File: config.mk
export PLATFORM = sky130hd
export DESIGN_NAME = lsu_master
export DESIGN_NICKNAME = d
export VERILOG_FILES = /design/src/rtl/lsu_master.sv
export SDC_FILE = /design/constraint.sdc
export NUM_CORES = 1
export LEC_CHECK = 0
export BUFFER_PORTS_ARGS = -buffer_cell sky130_fd_sc_hd__buf_2
export CORE_MARGIN = 2
export CORE_UTILIZATION = 54
export DETAILED_ROUTE_END_ITERATION = 6
export PLACE_DENSITY = 0.77
export SLEW_MARGIN = 25
export SYNTH_ARGS = -nofsm -noshare
export SYNTH_HDL_FRONTEND = slang
export SYNTH_SLANG_ARGS = --single-unit
File: constraint.sdc
create_clock -name clk -period 3.8 [get_ports clk]
set_input_delay 0.19 -clock clk [delete_from_list [all_inputs] [get_ports clk]]
set_output_delay 0.19 -clock clk [all_outputs]
set_load 0.05 [all_outputs]
File: src/rtl/lsu_master.sv
`default_nettype none
// ============================================================================
// Module      : lsu_master
// Description : Load/store initiator for the CPU memory stage. Accepts one
//               request at a time, computes and checks the effective address,
//               issues a single word-port access and returns the (extended)
//               load result or a fault code to the pipeline.
// Revision    : 1.0 - initial release
// ============================================================================
module lsu_master #(
    parameter logic [31:0] ADDR_LIMIT = 32'h0000_3000
) (
    input  logic        clk,
    input  logic        reset,
    input  logic        req_valid_i,
    output logic        req_ready_o,
    input  logic [2:0]  req_op_i,
    input  logic [31:0] req_base_i,
    input  logic [15:0] req_offset_i,
    input  logic [31:0] req_wdata_i,
    input  logic [31:0] req_pc_i,
    output logic        mem_en_o,
    output logic        mem_we_o,
    output logic [3:0]  mem_be_o,
    output logic [11:0] mem_addr_o,
    output logic [31:0] mem_wdata_o,
    input  logic [31:0] mem_rdata_i,
    output logic        resp_valid_o,
    output logic [31:0] resp_data_o,
    output logic        resp_exc_o,
    output logic [1:0]  resp_exc_code_o,
    output logic [31:0] resp_badaddr_o,
    output logic [31:0] resp_pc_o
);

    typedef enum logic [2:0] {
        S_IDLE    = 3'd0,
        S_ISSUE   = 3'd1,
        S_CAPTURE = 3'd2,
        S_FAULT   = 3'd3,
        S_RESP    = 3'd4
    } state_t;

    localparam logic [2:0] OP_LW  = 3'd0;
    localparam logic [2:0] OP_LH  = 3'd1;
    localparam logic [2:0] OP_LHU = 3'd2;
    localparam logic [2:0] OP_LB  = 3'd3;
    localparam logic [2:0] OP_LBU = 3'd4;
    localparam logic [2:0] OP_SW  = 3'd5;
    localparam logic [2:0] OP_SH  = 3'd6;
    localparam logic [2:0] OP_SB  = 3'd7;

    localparam logic [1:0] EXC_NONE  = 2'd0;
    localparam logic [1:0] EXC_ALIGN = 2'd1;
    localparam logic [1:0] EXC_RANGE = 2'd2;

    // Stores are the three encodings 5..7
    function automatic logic is_store(input logic [2:0] op);
        return op[2] & (op[1] | op[0]);
    endfunction

    state_t      state_q, state_d;
    logic [2:0]  op_q;
    logic [31:0] ea_q;
    logic [31:0] pc_q;
    logic [1:0]  code_q;

    logic        mem_en_q, mem_we_q;
    logic [3:0]  mem_be_q;
    logic [11:0] mem_addr_q;
    logic [31:0] mem_wdata_q;
    logic        resp_valid_q, resp_exc_q;
    logic [31:0] resp_data_q, resp_badaddr_q, resp_pc_q;
    logic [1:0]  resp_code_q;

    logic [31:0] ea;
    logic        is_word, is_half, misaligned, out_of_range, accept;
    logic [1:0]  code;
    logic [3:0]  be;
    logic [31:0] wdata;
    logic [7:0]  rd_byte;
    logic [15:0] rd_half;
    logic [31:0] load_data;

    // Decode the incoming request: effective address, fault code, lane encoding
    always_comb begin
        ea           = req_base_i + {{16{req_offset_i[15]}}, req_offset_i};
        is_word      = (req_op_i == OP_LW) || (req_op_i == OP_SW);
        is_half      = (req_op_i == OP_LH) || (req_op_i == OP_LHU) || (req_op_i == OP_SH);
        misaligned   = (is_word && (ea[1:0] != 2'b00)) || (is_half && ea[0]);
        out_of_range = (ea >= ADDR_LIMIT);
        code         = misaligned ? EXC_ALIGN : (out_of_range ? EXC_RANGE : EXC_NONE);
        be           = 4'b1111;
        wdata        = req_wdata_i;
        case (req_op_i)
            OP_SH: begin
                be    = ea[1] ? 4'b1100 : 4'b0011;
                wdata = {req_wdata_i[15:0], req_wdata_i[15:0]};
            end
            OP_SB: begin
                be    = 4'b0001 << ea[1:0];
                wdata = {4{req_wdata_i[7:0]}};
            end
            default: ;
        endcase
    end

    // Extract and extend the addressed lane of the returned word
    always_comb begin
        rd_byte   = 8'(mem_rdata_i >> {ea_q[1:0], 3'b000});
        rd_half   = ea_q[1] ? mem_rdata_i[31:16] : mem_rdata_i[15:0];
        load_data = mem_rdata_i;
        case (op_q)
            OP_LH:   load_data = {{16{rd_half[15]}}, rd_half};
            OP_LHU:  load_data = {16'h0000, rd_half};
            OP_LB:   load_data = {{24{rd_byte[7]}}, rd_byte};
            OP_LBU:  load_data = {24'h000000, rd_byte};
            default: load_data = mem_rdata_i;
        endcase
    end

    // Next-state logic and request handshake
    always_comb begin
        state_d     = state_q;
        req_ready_o = 1'b0;
        accept      = 1'b0;
        case (state_q)
            S_IDLE: begin
                req_ready_o = 1'b1;
                if (req_valid_i) begin
                    accept  = 1'b1;
                    state_d = (code != EXC_NONE) ? S_FAULT : S_ISSUE;
                end
            end
            S_ISSUE:   state_d = is_store(op_q) ? S_RESP : S_CAPTURE;
            S_CAPTURE: state_d = S_RESP;
            S_FAULT:   state_d = S_RESP;
            S_RESP:    state_d = S_IDLE;
            default:   state_d = S_IDLE;
        endcase
    end

    // State register
    always_ff @(posedge clk) begin
        if (reset) begin
            state_q <= S_IDLE;
        end else begin
            state_q <= state_d;
        end
    end

    // Latch the accepted request for the remaining states
    always_ff @(posedge clk) begin
        if (reset) begin
            op_q   <= 3'd0;
            ea_q   <= 32'd0;
            pc_q   <= 32'd0;
            code_q <= EXC_NONE;
        end else if (accept) begin
            op_q   <= req_op_i;
            ea_q   <= ea;
            pc_q   <= req_pc_i;
            code_q <= code;
        end
    end

    // Registered memory-port and response outputs
    always_ff @(posedge clk) begin
        if (reset) begin
            mem_en_q       <= 1'b0;
            mem_we_q       <= 1'b0;
            mem_be_q       <= 4'd0;
            mem_addr_q     <= 12'd0;
            mem_wdata_q    <= 32'd0;
            resp_valid_q   <= 1'b0;
            resp_data_q    <= 32'd0;
            resp_exc_q     <= 1'b0;
            resp_code_q    <= EXC_NONE;
            resp_badaddr_q <= 32'd0;
            resp_pc_q      <= 32'd0;
        end else begin
            mem_en_q     <= 1'b0;
            mem_we_q     <= 1'b0;
            resp_valid_q <= 1'b0;
            // The strobe is launched at acceptance so it appears in the ISSUE cycle
            if (accept && (code == EXC_NONE)) begin
                mem_en_q   <= 1'b1;
                mem_we_q   <= is_store(req_op_i);
                mem_be_q   <= be;
                mem_addr_q <= ea[13:2];
                if (is_store(req_op_i)) begin
                    mem_wdata_q <= wdata;
                end
            end
            if ((state_q == S_ISSUE) && is_store(op_q)) begin
                resp_valid_q   <= 1'b1;
                resp_data_q    <= 32'd0;
                resp_exc_q     <= 1'b0;
                resp_code_q    <= EXC_NONE;
                resp_badaddr_q <= 32'd0;
                resp_pc_q      <= pc_q;
            end
            if (state_q == S_CAPTURE) begin
                resp_valid_q   <= 1'b1;
                resp_data_q    <= load_data;
                resp_exc_q     <= 1'b0;
                resp_code_q    <= EXC_NONE;
                resp_badaddr_q <= 32'd0;
                resp_pc_q      <= pc_q;
            end
            if (state_q == S_FAULT) begin
                resp_valid_q   <= 1'b1;
                resp_data_q    <= 32'd0;
                resp_exc_q     <= 1'b1;
                resp_code_q    <= code_q;
                resp_badaddr_q <= ea_q;
                resp_pc_q      <= pc_q;
            end
        end
    end

    assign mem_en_o        = mem_en_q;
    assign mem_we_o        = mem_we_q;
    assign mem_be_o        = mem_be_q;
    assign mem_addr_o      = mem_addr_q;
    assign mem_wdata_o     = mem_wdata_q;
    assign resp_valid_o    = resp_valid_q;
    assign resp_data_o     = resp_data_q;
    assign resp_exc_o      = resp_exc_q;
    assign resp_exc_code_o = resp_code_q;
    assign resp_badaddr_o  = resp_badaddr_q;
    assign resp_pc_o       = resp_pc_q;

endmodule
`default_nettype wire

==> results.ini, run 1 <==
[timing]
setup_viol = 0
timing.max_slew.rel_slack = 0.405
whs_ps = 39.3
layout_worst_path_cycle_share = 0.860
final-hold-violation-count = 0
setup_tns_ps = 0
worst_clock_skew_ps = 16.0
shortest_clock_period_the_worst_path_allows_after_layout_ps = 3270
fmaxAchievable_mhz = 306
worstMarginPinSlew_ps = 886
grt_setup_unrepaired = false
final_max_slew_viol_count = 0
finalWorstSetupSlack_ps = 532

[clocking]
insertion_delay_ps = 520
clk_root_buffer_cell = sky130_fd_sc_hd__clkbuf_16
cts_setup_buffers = 0
cts.path.max_buffers = 3
tritoncts_clock_tree = done
cts_max_level = 1
cts.sinks = 222
path_clk_slew_ps = 60
cts_buffers = 23

[global_routing]
first_global_vias = 11300
grt.total_usage = 0.307
grt_start_max_net_pins = 68
global_route.overflow_total = 0
antenna_violations_before_repair = 1
global_route_wire_length_before_repair_um = 56900

[drt]
detail_route.first_pass.iterations = 7
vias_per_cell = 5.94
route.final.wire_length_um = 37200
ant_nets = 0
vias = 12300
drc = 0
detail_route.wl_per_cell_um = 18.0
initialDrtViolationCount = 944

[critical_path]
criticalPathCategory = primary input to flop
setup.worst_path.start_class = primary input
worst_path_largest_cell_delay_ps = 570
worst_ep_required_time_ps = 4260
worstSetupStartpoint = req_offset_i[15]
critical_path.endpoint_type = flop
critical_path_peak_fanout = 60
worst_path_max_delay_cell = sky130_fd_sc_hd__a2111oi_2
worst_ep_arrival_time_ps = 3730
crit_path_cell_trace = buf_2 > ha_1 > nand4_1 > a2111oi_2 > o31ai_1 > a22oi_1 > nand4bb_1 > or3_2 > buf_12 > nor4_1 > o21a_1
rr_startpoint = ea_q[1]

[placed_design]
io_buffer_count = 300
dp_cells = 1992
preCtsSetupSlack_ps = 95.7
place_hpwl_um = 25600
place.gp.congestion = 0.921

[die]
floorplan.core_area_um2 = 21200
floorplan.initialDensity = 0.552
num_io_pins = 301
row_count = 53
die_area_um2 = 22800
die_x_um = 151
die_h_um = 151

[outcome]
run_status = complete, no violations

[final_layout]
syn2layout_area_growth_pct = 24.5
multi_input_comb_area_um2 = 6680
n_fill_cell = 1779
drive_gt1_frac = 0.229
final_nets = 1964
finish.cell_count_without_fillers = 2074
final-seq-area_um2 = 4440

[hold_path]
hold_start = mem_rdata_i[16]
path_class_of_the_lowest_slack_min_delay_path = primary input to flop

[synth]
ys_warn_count = 0
synth_top_family_by_area = compound AO/OA/AOI/OAI gates
synth.area.mux_share = 0.0368
ys_seq_area_frac = 0.381
synth_compound_area_frac = 0.258
syn-mean-instance-area_um2 = 7.77
synth_simple_gate_area_share = 0.221
async_flop_share = 0
synth_top_flop_cell = sky130_fd_sc_hd__dfxtp_1
synth_seq_cells = 222
syn-instance-count = 1502
post_synthesis_adder_cell_area_fraction = 0.0349
post_synthesis_instance_area_um2 = 11700
synth_fp_nets = 1684
synth-edff-count = 0
netlist-cell-type-count = 87
synth_xor_xnor_area_share = 0.0180

[power_and_ir_drop]
worst_ir_drop_vdd_mv = 0.264
power_density_over_cell_area_nw_per_um2 = 430
finalPower_w = 0.00625
leakage_nw = 6.10

[job]
cap_viol_max_count = 0

[power breakdown]
part / total, W / switching [W] / internal [W]
Sequential: 0.00253 / 0.0000795 / 0.00245
Combinational: 0.00154 / 0.00101 / 0.000523
Clock: 0.00219 / 0.000943 / 0.00124
Total: 0.00625 / 0.00204 / 0.00422
[through the flow]
step / area [um^2] / util
6_report: 14500 / 0.687
3_5_place_dp: 13400 / 0.633
5_1_grt: 14500 / 0.687
4_1_cts: 14500 / 0.687
2_1_floorplan: 11700 / -
3_3_place_gp: 13400 / 0.633
[worst max-delay path, delay by kind of cell]
| kind | cells | cell delay, ps |
|---|---|---|
| simple gates | 4 | 1350 |
| compound gates | 4 | 1140 |
| fa+ha+maj | 1 | 550 |
| buf+inv | 2 | 460 |
[area by class of cell]
cell class / instances / share of cell area
Multi-Input combinational cell: 1142 / 0.460
Sequential cell: 222 / 0.306
Clock buffer: 34 / 0.0466
Timing Repair Buffer: 381 / 0.157
Clock inverter: 6 / 0.00353
Antenna cell: 2 / 0.000344
Inverter: 12 / 0.00310
Tap cell: 275 / 0.0237
[metal layers]
layer | vias up | GRT usage | wire length (um)
met2 | 537 | 0.503 | 17400
met1 | 5725 | 0.402 | 15400
li1 | 5949 | - | -
met4 | 0 | 0.147 | 1630
met5 | - | 0 | 0
met3 | 115 | 0.0410 | 2780
[worst paths after layout]
kind,slack [ps],cells after the start,to
setup / recovery,530,11,mem_wdata_o[21]
hold / removal,40,3,resp_data_o[16]
setup reg to reg,1210,7,resp_data_o[24]
hold reg to reg,450,2,resp_pc_o[18]
[registers in the layout (all words and copies together) (netlist names)]
name,flops
op_q,3
resp_badaddr_o,32
code_q,2
mem_we_o,1
resp_data_o,32
resp_exc_code_o,2
mem_en_o,1
ea_q,32
pc_q,32
mem_wdata_o,32
resp_valid_o,1
mem_addr_o,12
mem_be_o,4
resp_exc_o,1
resp_pc_o,32
state_q,3
[Yosys cell counts (6+ instances only)]
library cell               instances  share of area
sky130_fd_sc_hd__o21a_1           22          0.014
sky130_fd_sc_hd__a21o_1           18          0.012
sky130_fd_sc_hd__nor2b_1           8         0.0043
sky130_fd_sc_hd__clkbuf_1         94          0.030
sky130_fd_sc_hd__o221ai_1         15          0.011
sky130_fd_sc_hd__nand2_1         298          0.096
sky130_fd_sc_hd__a22oi_1          10         0.0064
sky130_fd_sc_hd__nor4_1           21          0.011
sky130_fd_sc_hd__nor2_1           77          0.025
sky130_fd_sc_hd__buf_2            18         0.0077
sky130_fd_sc_hd__and2_1           11         0.0059
sky130_fd_sc_hd__nor3_1           12         0.0051
sky130_fd_sc_hd__and3_1            6         0.0032
sky130_fd_sc_hd__nor3b_1           6         0.0039
sky130_fd_sc_hd__xor2_1           11         0.0083
sky130_fd_sc_hd__o31ai_1          31          0.020
sky130_fd_sc_hd__inv_1            12         0.0039
sky130_fd_sc_hd__a21oi_1         232          0.099
sky130_fd_sc_hd__mux2i_1          35          0.030
sky130_fd_sc_hd__o21ai_0          59          0.025
sky130_fd_sc_hd__nand4_1          43          0.023
sky130_fd_sc_hd__or3_1             6         0.0032
sky130_fd_sc_hd__xnor2_1          13         0.0098
sky130_fd_sc_hd__o211ai_1          9         0.0058
sky130_fd_sc_hd__ha_1             31          0.033
sky130_fd_sc_hd__o21ai_1           9         0.0039
sky130_fd_sc_hd__nand3_1          50          0.021
sky130_fd_sc_hd__dfxtp_1         222           0.38
sky130_fd_sc_hd__o31a_1           18          0.014
[cell families (layout without fill, tap and decap cells)]
kind of cell / after synthesis / in the layout
simple gates: 564 / 564
compound gates: 480 / 480
flops: 222 / 222
buf+inv: 138 / 433
mux: 42 / 42
fa+ha+maj: 32 / 32
xor+xnor: 24 / 24
other cells: 0 / 2
[layout by cell type (no fill, tap or decap), types with 13 or more instances in the layout]
cell                            netlist  layout
sky130_fd_sc_hd__a21o_1              18      18
sky130_fd_sc_hd__a21oi_1            232     232
sky130_fd_sc_hd__buf_2               18     299
sky130_fd_sc_hd__buf_4                4      36
sky130_fd_sc_hd__clkbuf_16            0      23
sky130_fd_sc_hd__dfxtp_1            222     222
sky130_fd_sc_hd__dlygate4sd3_1        0      40
sky130_fd_sc_hd__ha_1                31      31
sky130_fd_sc_hd__mux2i_1             35      35
sky130_fd_sc_hd__nand2_1            298     296
sky130_fd_sc_hd__nand3_1             50      50
sky130_fd_sc_hd__nand4_1             43      43
sky130_fd_sc_hd__nor2_1              77      77
sky130_fd_sc_hd__nor4_1              21      21
sky130_fd_sc_hd__o21a_1              22      22
sky130_fd_sc_hd__o21ai_0             59      59
sky130_fd_sc_hd__o221ai_1            15      15
sky130_fd_sc_hd__o31a_1              18      18
sky130_fd_sc_hd__o31ai_1             31      31
sky130_fd_sc_hd__xnor2_1             13      13
[repair_timing]
| item | in CTS | in global routing |
|---|---|---|
| hold buffers | 40 | 0 |
| gates resized for setup | 0 | 0 |
| endpoints found under the hold margin | 40 | 0 |
(Power assumes the default switching activity.)
==> run 2, diff against run 1 <==
--- a/config.mk
+++ b/config.mk
@@ -7,9 +7,9 @@
 export LEC_CHECK = 0
 export BUFFER_PORTS_ARGS = -buffer_cell sky130_fd_sc_hd__buf_2
 export CORE_MARGIN = 2
-export CORE_UTILIZATION = 54
+export CORE_UTILIZATION = 58
 export DETAILED_ROUTE_END_ITERATION = 6
-export PLACE_DENSITY = 0.77
+export PLACE_DENSITY = 0.82
 export SLEW_MARGIN = 25
 export SYNTH_ARGS = -nofsm -noshare
 export SYNTH_HDL_FRONTEND = slang
==> constraint.sdc (replaced) <==
create_clock -name clk -period 3.85 [get_ports clk]
set_input_delay 0.1925 -clock clk [delete_from_list [all_inputs] [get_ports clk]]
set_output_delay 0.1925 -clock clk [all_outputs]
set_load 0.05 [all_outputs]
==> results.ini, run 2 (synthesized netlist as in run 1, its figures left out) <==
[global_routing]
global_route.overflow_total = 0  ; unchanged
grt_start_max_net_pins = 73  ; +7.4%
antenna_violations_before_repair = 2  ; +1
grt.total_usage = 0.331  ; +0.0232
first_global_vias = 11800  ; +4.4%
global_route_wire_length_before_repair_um = 59100  ; +3.8%

[power_and_ir_drop]
power.share.clock = 0.359  ; +0.010
comb_power_share = 0.240  ; -0.006
internal_power_w = 0.00425  ; +0.79%
power_density_over_cell_area_nw_per_um2 = 432  ; +0.39%
power.switching_fraction = 0.318  ; -0.00833
leakage_nw = 6.04  ; -0.90%
worst_ir_drop_vdd_mv = 0.267  ; +1.2%
power_switching_w = 0.00198  ; -3.0%
share_seq_of_total_power = 0.401  ; -0.004

[drt]
detail_route.first_pass.iterations = 6  ; -1
vias = 12500  ; +1.3%
drc = 0  ; unchanged
route.final.wire_length_um = 36900  ; -0.90%
detail_route.wl_per_cell_um = 18.0  ; +0.21%
vias_per_cell = 6.09  ; +2.4%
ant_nets = 0  ; unchanged
initialDrtViolationCount = 1110  ; +18%

[critical_path]
worst_ep_arrival_time_ps = 3790  ; +60 ps
critical_path_peak_fanout = 60  ; unchanged
worst-r2r-setup-slack_ps = 1370  ; +160 ps
worst_ep_required_time_ps = 4260  ; about the same
setup.worst_path.start_class = primary input
setup.worst_path.end = mem_wdata_o[20]
rr_startpoint = ea_q[1]
worstSetupStartpoint = req_offset_i[15]
criticalPathCategory = primary input to flop
critical_path.endpoint_type = flop
r2r_cells = 9  ; +2
crit-reg2reg-capture = resp_data_o[16]

[final_layout]
final_nets = 1952  ; -0.61%
syn2layout_area_growth_pct = 23.5
utilization = 0.736  ; +0.0487
layout.cells.most_common = sky130_fd_sc_hd__buf_2
finish.cell_count_without_fillers = 2051  ; -1.1%
n_fill_cell = 1533  ; -14%
drive_gt1_frac = 0.224  ; -0.00562
most_frequent_cells_in_the_layout = sky130_fd_sc_hd__buf_2 (299), sky130_fd_sc_hd__nand2_1 (296), sky130_fd_sc_hd__a21oi_1 (232)

[timing]
worstMarginPinSlew_ps = 963  ; +76.8 ps
worst_clock_skew_ps = 22.4  ; +6.48 ps
fmaxAchievable_mhz = 296
setup_tns_ps = 0  ; unchanged
setup_viol = 0  ; unchanged
timing.max_slew.rel_slack = 0.358  ; -0.0476
final-hold-violation-count = 0  ; unchanged
finalWorstSetupSlack_ps = 469  ; -63.7 ps
whs_ps = 23.5  ; -15.7 ps
shortest_clock_period_the_worst_path_allows_after_layout_ps = 3380
final_max_slew_viol_count = 0  ; unchanged
layout_worst_path_cycle_share = 0.878
grt_setup_unrepaired = false

[placed_design]
place.gp.congestion = 0.937  ; +1.7%
place_hpwl_um = 25300  ; -1.3%
dp_cells = 1972  ; -1.0%
io_buffer_count = 300  ; unchanged
preCtsSetupSlack_ps = 8.07  ; -87.7 ps

[clocking]
cts_buffers = 23  ; unchanged
tritoncts_clock_tree = done
cts_hold_repair.buffers = 38  ; -5.0%
cts_setup_buffers = 0  ; unchanged
insertion_delay_ps = 520  ; about the same
clk_root_buffer_cell = sky130_fd_sc_hd__clkbuf_16
cts_repair_resize_count = 0  ; unchanged
cts.sinks = 222  ; unchanged
path_clk_slew_ps = 60  ; about the same
cts.path.max_buffers = 3  ; unchanged
cts_max_level = 1  ; unchanged

[die]
die_x_um = 146  ; -3.4%
num_io_pins = 301  ; unchanged
floorplan.initialDensity = 0.596  ; +0.0441
row_count = 51  ; -3.8%
floorplan.core_area_um2 = 19600  ; -7.4%
die_h_um = 146  ; -3.4%
die_area_um2 = 21300  ; -6.7%

[outcome]
run_status = complete, no violations

[hold_path]
hold_start = req_wdata_i[5]
path_class_of_the_lowest_slack_min_delay_path = primary input to flop

[job]
cap_viol_max_count = 0  ; unchanged

==> run 2: cell count changes in the layout (fill, tap and decap cells not counted), sizes merged <==
cell         previous run  this run
dlygate4sd3            40        38
buf                   341       331
clkinvlp                1         0
inv                    14        13
bufinv                  0         2
clkinv                  3         2
==> run 2: per-stage QoR <==
step           area, um^2  power [W]
6_report            14400    0.00623
5_1_grt             14400    0.00648
4_1_cts             14400    0.00621
3_5_place_dp        13300    0.00397
3_3_place_gp        13300    0.00395
2_1_floorplan       11700    0.00354
==> run 2: layout make-up <==
class / count / area [um^2] / area share
Multi-Input combinational cell: 1142 / 6680 / 0.463
Sequential cell: 222 / 4440 / 0.308
Timing Repair Buffer: 369 / 2150 / 0.149
Clock buffer: 34 / 667 / 0.0463
Tap cell: 265 / 332 / 0.0230
Clock inverter: 5 / 90.1 / 0.00625
Inverter: 12 / 45.0 / 0.00312
Antenna cell: 2 / 5.00 / 0.000347
==> run 2: worst min-delay path by stage <==
stage                     endpoint  slack (ps)  cells after the start
finish              mem_wdata_o[5]          20                      3
global route        mem_wdata_o[5]          30                      3
CTS                 mem_wdata_o[5]          10                      3
detailed placement         pc_q[5]         440                      3
global placement     resp_pc_o[17]         440                      2
floorplan                  pc_q[0]         330                      2
==> run 2: worst max-delay path: stages <==
cell	delay (ps)
sky130_fd_sc_hd__buf_2	310
sky130_fd_sc_hd__ha_1	400
sky130_fd_sc_hd__a21oi_1	300
sky130_fd_sc_hd__o21ai_1	180
sky130_fd_sc_hd__nor2_1	230
sky130_fd_sc_hd__a31oi_1	170
sky130_fd_sc_hd__o311ai_1	520
sky130_fd_sc_hd__nand4bb_1	210
sky130_fd_sc_hd__or3_2	520
sky130_fd_sc_hd__buf_12	220
sky130_fd_sc_hd__o31a_1	310
sky130_fd_sc_hd__o21a_1	190
==> run 2: layer usage <==
metal / global-route usage / wire length (um) / share of wire / up-vias
met3: 0.0489 / 3340 / 0.091 / 123
li1: - / - / - / 5930
met4: 0.154 / 1670 / 0.045 / 0
met2: 0.539 / 17200 / 0.47 / 680
met1: 0.434 / 14700 / 0.40 / 5750
met5: 0 / 0 / 0 / -
==> run 2: power by group through the flow <==
stage	sequential, W	combinational [W]	clock [W]
5_1_grt	0.00251	0.00162	0.00235
4_1_cts	0.00249	0.00147	0.00225
6_report	0.00249	0.00150	0.00223
2_1_floorplan	0.00267	0.000866	0
3_3_place_gp	0.00254	0.00142	0
3_5_place_dp	0.00254	0.00143	0
